<file path="src/rtl/serial_subtractor_if.sv">
// Start/done handshake and operand/result bundle for the bit-serial subtractor.
// The master drives the request side; the slave returns status and result.
interface serial_subtractor_if #(
    parameter int unsigned WIDTH = 8
);
    logic             start;
    logic [WIDTH-1:0] a;
    logic [WIDTH-1:0] b;
    logic             bin;
    logic             busy;
    logic             done;
    logic [WIDTH-1:0] diff;
    logic             bout;
    logic             zero;

    modport master (
        output start, a, b, bin,
        input  busy, done, diff, bout, zero
    );

    modport slave (
        input  start, a, b, bin,
        output busy, done, diff, bout, zero
    );
endinterface

</file>
<file path="src/rtl/serial_subtractor.sv">
// Bit-serial a - b - bin, one bit per clock LSB first, with a start/done handshake.
// Results are published only on the final bit, so partial sums never reach the outputs.
module serial_subtractor #(
    parameter int unsigned WIDTH = 8
) (
    input logic           clk,
    input logic           rst_n,
    serial_subtractor_if.slave bus
);
    localparam int unsigned CntW = $clog2(WIDTH + 1);
    localparam logic [CntW-1:0] LastBit = CntW'(WIDTH - 1);

    typedef enum logic [1:0] {StIdle, StBusy, StDone} state_e;

    state_e           state_q;
    logic [WIDTH-1:0] a_sr_q;
    logic [WIDTH-1:0] b_sr_q;
    logic [WIDTH-2:0] d_sr_q;
    logic             borrow_q;
    logic [CntW-1:0]  cnt_q;

    logic             x;
    logic             y;
    logic             d;
    logic             borrow_d;
    logic [WIDTH-1:0] res;

    always_comb begin
        x        = a_sr_q[0];
        y        = b_sr_q[0];
        d        = x ^ y ^ borrow_q;
        borrow_d = (~x & y) | (~x & borrow_q) | (y & borrow_q);
        // Difference bits enter at the MSB; after WIDTH shifts the LSB sits at bit 0.
        res      = {d, d_sr_q};
    end

    always_ff @(posedge clk or negedge rst_n) begin
        if (!rst_n) begin
            state_q  <= StIdle;
            a_sr_q   <= '0;
            b_sr_q   <= '0;
            d_sr_q   <= '0;
            borrow_q <= 1'b0;
            cnt_q    <= '0;
            bus.busy <= 1'b0;
            bus.done <= 1'b0;
            bus.diff <= '0;
            bus.bout <= 1'b0;
            bus.zero <= 1'b0;
        end else begin
            unique case (state_q)
                StIdle: begin
                    if (bus.start) begin
                        a_sr_q   <= bus.a;
                        b_sr_q   <= bus.b;
                        d_sr_q   <= '0;
                        borrow_q <= bus.bin;
                        cnt_q    <= '0;
                        bus.busy <= 1'b1;
                        state_q  <= StBusy;
                    end
                end
                StBusy: begin
                    a_sr_q   <= a_sr_q >> 1;
                    b_sr_q   <= b_sr_q >> 1;
                    d_sr_q   <= res[WIDTH-1:1];
                    borrow_q <= borrow_d;
                    cnt_q    <= cnt_q + CntW'(1);
                    if (cnt_q == LastBit) begin
                        bus.diff <= res;
                        bus.bout <= borrow_d;
                        bus.zero <= (res == '0);
                        bus.busy <= 1'b0;
                        bus.done <= 1'b1;
                        state_q  <= StDone;
                    end
                end
                StDone: begin
                    bus.done <= 1'b0;
                    state_q  <= StIdle;
                end
                default: begin
                    bus.busy <= 1'b0;
                    bus.done <= 1'b0;
                    state_q  <= StIdle;
                end
            endcase
        end
    end
endmodule
</file>
<file path="src/flat_wrapper.sv">
// flat-port wrapper written by rule: the top's interface ports become plain ports
module serial_subtractor_flat 
#(
    parameter int unsigned WIDTH = 8
)
  (clk, rst_n, bus_start, bus_a, bus_b, bus_bin, bus_busy, bus_done, bus_diff, bus_bout, bus_zero);
  serial_subtractor_if #(.WIDTH(WIDTH)) bus_i ();
  input logic clk;
  input logic rst_n;
  input wire logic [$bits(bus_i.start)-1:0] bus_start;
  input wire logic [$bits(bus_i.a)-1:0] bus_a;
  input wire logic [$bits(bus_i.b)-1:0] bus_b;
  input wire logic [$bits(bus_i.bin)-1:0] bus_bin;
  output wire logic [$bits(bus_i.busy)-1:0] bus_busy;
  output wire logic [$bits(bus_i.done)-1:0] bus_done;
  output wire logic [$bits(bus_i.diff)-1:0] bus_diff;
  output wire logic [$bits(bus_i.bout)-1:0] bus_bout;
  output wire logic [$bits(bus_i.zero)-1:0] bus_zero;
  assign bus_i.start = bus_start;
  assign bus_i.a = bus_a;
  assign bus_i.b = bus_b;
  assign bus_i.bin = bus_bin;
  assign bus_busy = bus_i.busy;
  assign bus_done = bus_i.done;
  assign bus_diff = bus_i.diff;
  assign bus_bout = bus_i.bout;
  assign bus_zero = bus_i.zero;
  serial_subtractor #(.WIDTH(WIDTH)) u_core (.clk(clk), .rst_n(rst_n), .bus(bus_i));
endmodule
</file>
<file path="config.mk">
export PLATFORM = sky130hd
export DESIGN_NAME = serial_subtractor_flat
export DESIGN_NICKNAME = d
export VERILOG_FILES = /design/src/rtl/serial_subtractor_if.sv /design/src/rtl/serial_subtractor.sv /design/src/flat_wrapper.sv
export SDC_FILE = /design/constraint.sdc
export NUM_CORES = 1
export LEC_CHECK = 0
export ABC_AREA = 1
export CAP_MARGIN = 15
export CORE_MARGIN = 2
export CORE_UTILIZATION = 26
export DETAILED_ROUTE_END_ITERATION = 16
export GPL_ROUTABILITY_DRIVEN = 0
export PLACE_DENSITY = 0.54
export SLEW_MARGIN = 5
export SYNTH_ARGS = -nofsm -noshare
export SYNTH_HDL_FRONTEND = slang
export SYNTH_SLANG_ARGS = --single-unit
</file>
<file path="constraint.sdc">
create_clock -name clk -period 2.3 [get_ports clk]
set_input_delay 0.575 -clock clk [delete_from_list [all_inputs] [get_ports clk]]
set_output_delay 0.575 -clock clk [all_outputs]
set_load 0.005 [all_outputs]
</file>
---- Yosys cells after proc, flatten, opt, wreduce, memory -nomap -nowiden ----
Index checks and enable logic that the tools add are counted.
cells by class
  add/sub/neg operators ................... 1
  $mul .................................... 0
  divide/modulo/power cells ............... 0
  $lt $le $gt $ge ......................... 0
  equal/unequal tests ..................... 5
  shift operators ......................... 0
  muxes and demuxes ....................... 18
  bitwise gates (word level) .............. 10
  reduce and logical (&&, ||, !) cells .... 8
operator list
  cell                 count
  $pmux 8 s2           2
  $mux 8               2
  $pmux 7 s2           1
  $logic_not 8->1      1
  $pmux 4 s2           1
  $reduce_and 2->1     4
  $mux 7               1
  $add 4x1->4 const B  1
  $eq 4x3->1 const B   1
  $mux 1               4
  $mux 2               2
  $mux 4               1
  $pmux 1 s2           2
  $pmux 2 s2           1
  $and 1x1->1          3
  $not 1->1            3
  $pmux 1 s3           1
  $reduce_and 3->1     1
  $eq 2x1->1 const B   1
  $eq 2x2->1 const B   1
  $logic_not 2->1      1
  $ne 2x1->1 const B   1
  $ne 2x2->1 const B   1
  $or 1x1->1           2
  other kinds (2)      3
storage, ports and cells
  bits in registers ....................... 42
  bits in latches ......................... 0
  memory bits (writable) .................. 0
  memory bits (read-only) ................. 0
  input port bits ......................... 20
  output and inout bits ................... 12
  logic and storage cells ................. 53
  memories ................................ 0

---- Depth between registers and ports, before layout ----
  depth in word-level cells ............... 5
  mapped depth ............................ 8
  mapped depth without buffers ............ 8

---- Worst setup path after synthesis ----
OpenSTA, ideal clock, no wires.
  path kind ............................... reg2reg
  start point ............................. reg u_core.borrow_q
  end point ............................... reg u_core.bus.zero
  setup time .............................. 0.065 ns
  arrival ................................. 1.287 ns
  required time ........................... 2.235 ns
  slack ................................... 0.948 ns
  cell stages (with the launch flop) ...... 8
  path buffers ............................ 0
  clock period less this slack ............ 1.352 ns
  path through ............................ dfrtp_1 -> fa_1 -> inv_1 -> nor2_1 -> nand2_1 -> nor2_1 -> nand2_1 -> nand2_1
on the way
  word-level cells in the longest chain between the ends .. 2
ends and longest elaborated chain
  item                    line                        RTL
  start, declared         serial_subtractor.sv:19     logic borrow_q;
  start signal, assigned  serial_subtractor.sv:57     borrow_q <= bus.bin;
  start signal, assigned  serial_subtractor.sv:67     borrow_q <= borrow_d;
  $xor 1x1->1             serial_subtractor.sv:31     d = x ^ y ^ borrow_q;
  $logic_not 8->1         serial_subtractor.sv:72     bus.zero <= (res == '0);
  end signal, assigned    serial_subtractor.sv:72
  end, declared           serial_subtractor_if.sv:23  output busy, done, diff, bout, zero
Every way passes these cells.
A chain may end at the register's enable or synchronous reset.

---- Final worst setup path ----
  start point ............................. reg u_core.bus.done
  end point ............................... out bus_done
RTL lines
  item                    line                        RTL
  start, declared         serial_subtractor_if.sv:23
  start signal, assigned  serial_subtractor.sv:46     bus.done <= 1'b0;
  start signal, assigned  serial_subtractor.sv:74     bus.done <= 1'b1;
  start signal, assigned  serial_subtractor.sv:79     bus.done <= 1'b0;
  end, declared           flat_wrapper.sv:15          output wire logic [$bits(bus_i.done)-1:0] bus_done;
No word-level cell between the ends.

==> run metrics <==
Crit path largest cell delay 0.50 ns; Worst VDD drop 353 uV; critical setup path kind register to output pin; clock sinks 42; top layer in use met4; Worst-path clk slew 0.08 ns; met3 wire length 183 um; initial antenna violation count 0; Post-DP HPWL 2390 um; Antenna Violating Nets Remaining 0; RSZ-0062 raised after global routing false; Nets 255; setup_tns 0 ns; aggregate global routing overflow 0; Setup WS pre-CTS 0.524 ns; FF/Latch Area 0.00105 mm2; met2 WL 1600 um; CTS root buf clkbuf_8; arrival time worst endpoint 1.14 ns; largest net degree at the start of global routing 35; Distinct cells, synth 19; Max Cap Viol 0; Die X 88.6 um; Net Count, Synth 224; CTS resizes 0; Area growth syn-to-layout 24.3%; multi-input logic area 661 um2; Initial DRC Count 89; max_slew headroom 48.7%; FP Rows 30; H-tree depth 2; cell taking the most area after synthesis dfrtp_1; area of the core 0.00687 mm2; crit path launch type register; Synth Register Bits 42; routed len/inst 11.0 um; post-route setup slack 0.582 ns; clock buffer count from CTS 5; crit path max fanout 2; CTS tree built; Worst Tran Pin Value 0.769 ns; # DRC 0; Avg Vias per Cell 4.22; Largest delay share family, worst path buffers and inverters; clk_lat worst skew 0.29 ns; Fin Clk Skew 0.00315 ns; Yosys Warn Count 0; Post-CTS Hold Fix Bufs 0; synthesized area 0.00186 mm2; register area share after synthesis 56.5%; Final Hold Viols 0; CP max-delay cell clkdlybuf4s50_1; syn avg cell area 9.21 um2; Power Density 1250 mW/mm2; CP endpoint kind output pin; IO Count 32; GRT Total Usage 10.4%; vias in the first global route 1334; Final setup viols 0; Crit path required time 1.73 ns; worst-case clock buffer depth 2; Final min period 1.72 ns; Synth top area share 56.5%; Leak 1.08 nW; Post-Syn Instances 202; share of post-route cells with drive strength above 1 11.1%; DRT Pass-1 Iters 4; ant diodes 0; final wirelength 3620 um; Max Slew Vio Count 0; outcome finished, final reports clean; period utilization 74.7%; first-pass GRT wire length 6240 um; HP Class input port to async pin; buffers and inverters on the worst path 1; synth top area cells dfrtp_1 56%, nand2_1 13%, nand3_1 10%, o21ai_2 3.8%, buf_6 3.6%; vias post-DR 1394; Die Ht 88.6 um; f_max 582 MHz; Initial Utilization 27.1%; postcts setup bufs 0; crit-path cells clkdlybuf4s50_1; Die ar. 0.00785 mm2; FILL cells 734; Metal-1 WL 1790 um; Port-buffer cells 31
## cell usage in the layout (no fill, tap or decap)
cell and count:
nand2_1 64, nor2_1 7, o22ai_1 7, fa_1 1, buf_2 1, inv_1 13
nand2_2 3, dfrtp_1 42, ha_1 1, clkbuf_8 6, nor2_4 1, clkinv_4 1
clkbuf_1 1, clkinv_2 1, nand4_1 1, clkdlybuf4s50_1 30, a21oi_1 1, inv_2 1
o21ai_2 8, o21ai_1 1, nand3_1 39, nor2_2 1, buf_4 3
## routing by layer
layer,vias to the layer above,GRT usage (%)
met4,0,4.13
met1,643,13.4
li1,715,-
met5,-,0
met3,5,2.99
met2,31,16.6
## worst paths after layout
path,startpoint,end,slack (ns),cells past startpoint
setup / recovery,u_core.bus.done$_DFFE_PN0P_,bus_done,0.58,1
hold / removal,rst_n,u_core.state_q[1]$_DFFE_PN0P_,0.35,1
setup reg to reg,u_core.state_q[1]$_DFFE_PN0P_,u_core.bus.diff[4]$_DFFE_PN0P_,0.71,6
hold reg to reg,u_core.bus.zero$_DFFE_PN0P_,u_core.bus.zero$_DFFE_PN0P_,0.48,2
max in group asynchronous,rst_n,u_core.bus.diff[1]$_DFFE_PN0P_,1.34,2
min in group clk,u_core.bus.zero$_DFFE_PN0P_,u_core.bus.zero$_DFFE_PN0P_,0.48,2
## synth_stat cells, drive strengths merged
cell    instances
nand2          67
buf            10
nor2            9
o21ai           9
clkinv          1
a21oi           1
ha              1
nand4           1
dfrtp          42
inv            14
o22ai           7
fa              1
nand3          39
## through the flow
stage                     power, mW  area [um2]  util, %  hold slack [ns]  instances
after global placement         2.43        2220     32.3            0.464        322
after floorplan                2.09        1860        -            0.279        202
after detailed placement       2.45        2220     32.3            0.466        322
after CTS                      2.95        2310     33.7            0.374        330
final                          2.90        2310     33.7            0.354        330
after global routing           3.17        2310     33.7            0.419        330
## sequential cells by signal (all words and copies together) (netlist names)
register / cells
u_core.d_sr_q: 7
u_core.a_sr_q: 8
u_core.state_q: 2
u_core.cnt_q: 4
u_core.bus.bout: 1
u_core.bus.done: 1
u_core.bus.busy: 1
u_core.b_sr_q: 8
u_core.bus.zero: 1
u_core.borrow_q: 1
u_core.bus.diff: 8
## cell type report
class                           count  area share, %
Sequential cell                    42           45.5
Clock inverter                      1          0.216
Multi-Input combinational cell    135           28.6
Inverter                           15           2.65
Timing Repair Buffer               34           14.2
Clock buffer                        7           3.73
Tap cell                           96           5.19
## where the power goes
| part | internal (mW) | total (mW) | switching (mW) |
|---|---|---|---|
| registers | 1.06 | 1.25 | 0.192 |
| logic | 0.525 | 1.16 | 0.632 |
| clock network | 0.242 | 0.488 | 0.246 |
| total | 1.83 | 2.90 | 1.07 |
## logic make-up after synthesis
group / share of synthesized area (%)
AO/OA/AOI/OAI: 6.66
AND/OR/NAND/NOR: 27.1
flip-flops: 56.5
buffers and inverters: 8.00
adder cells (fa/ha/maj): 1.75
Power figures use the tool's default switching activity.
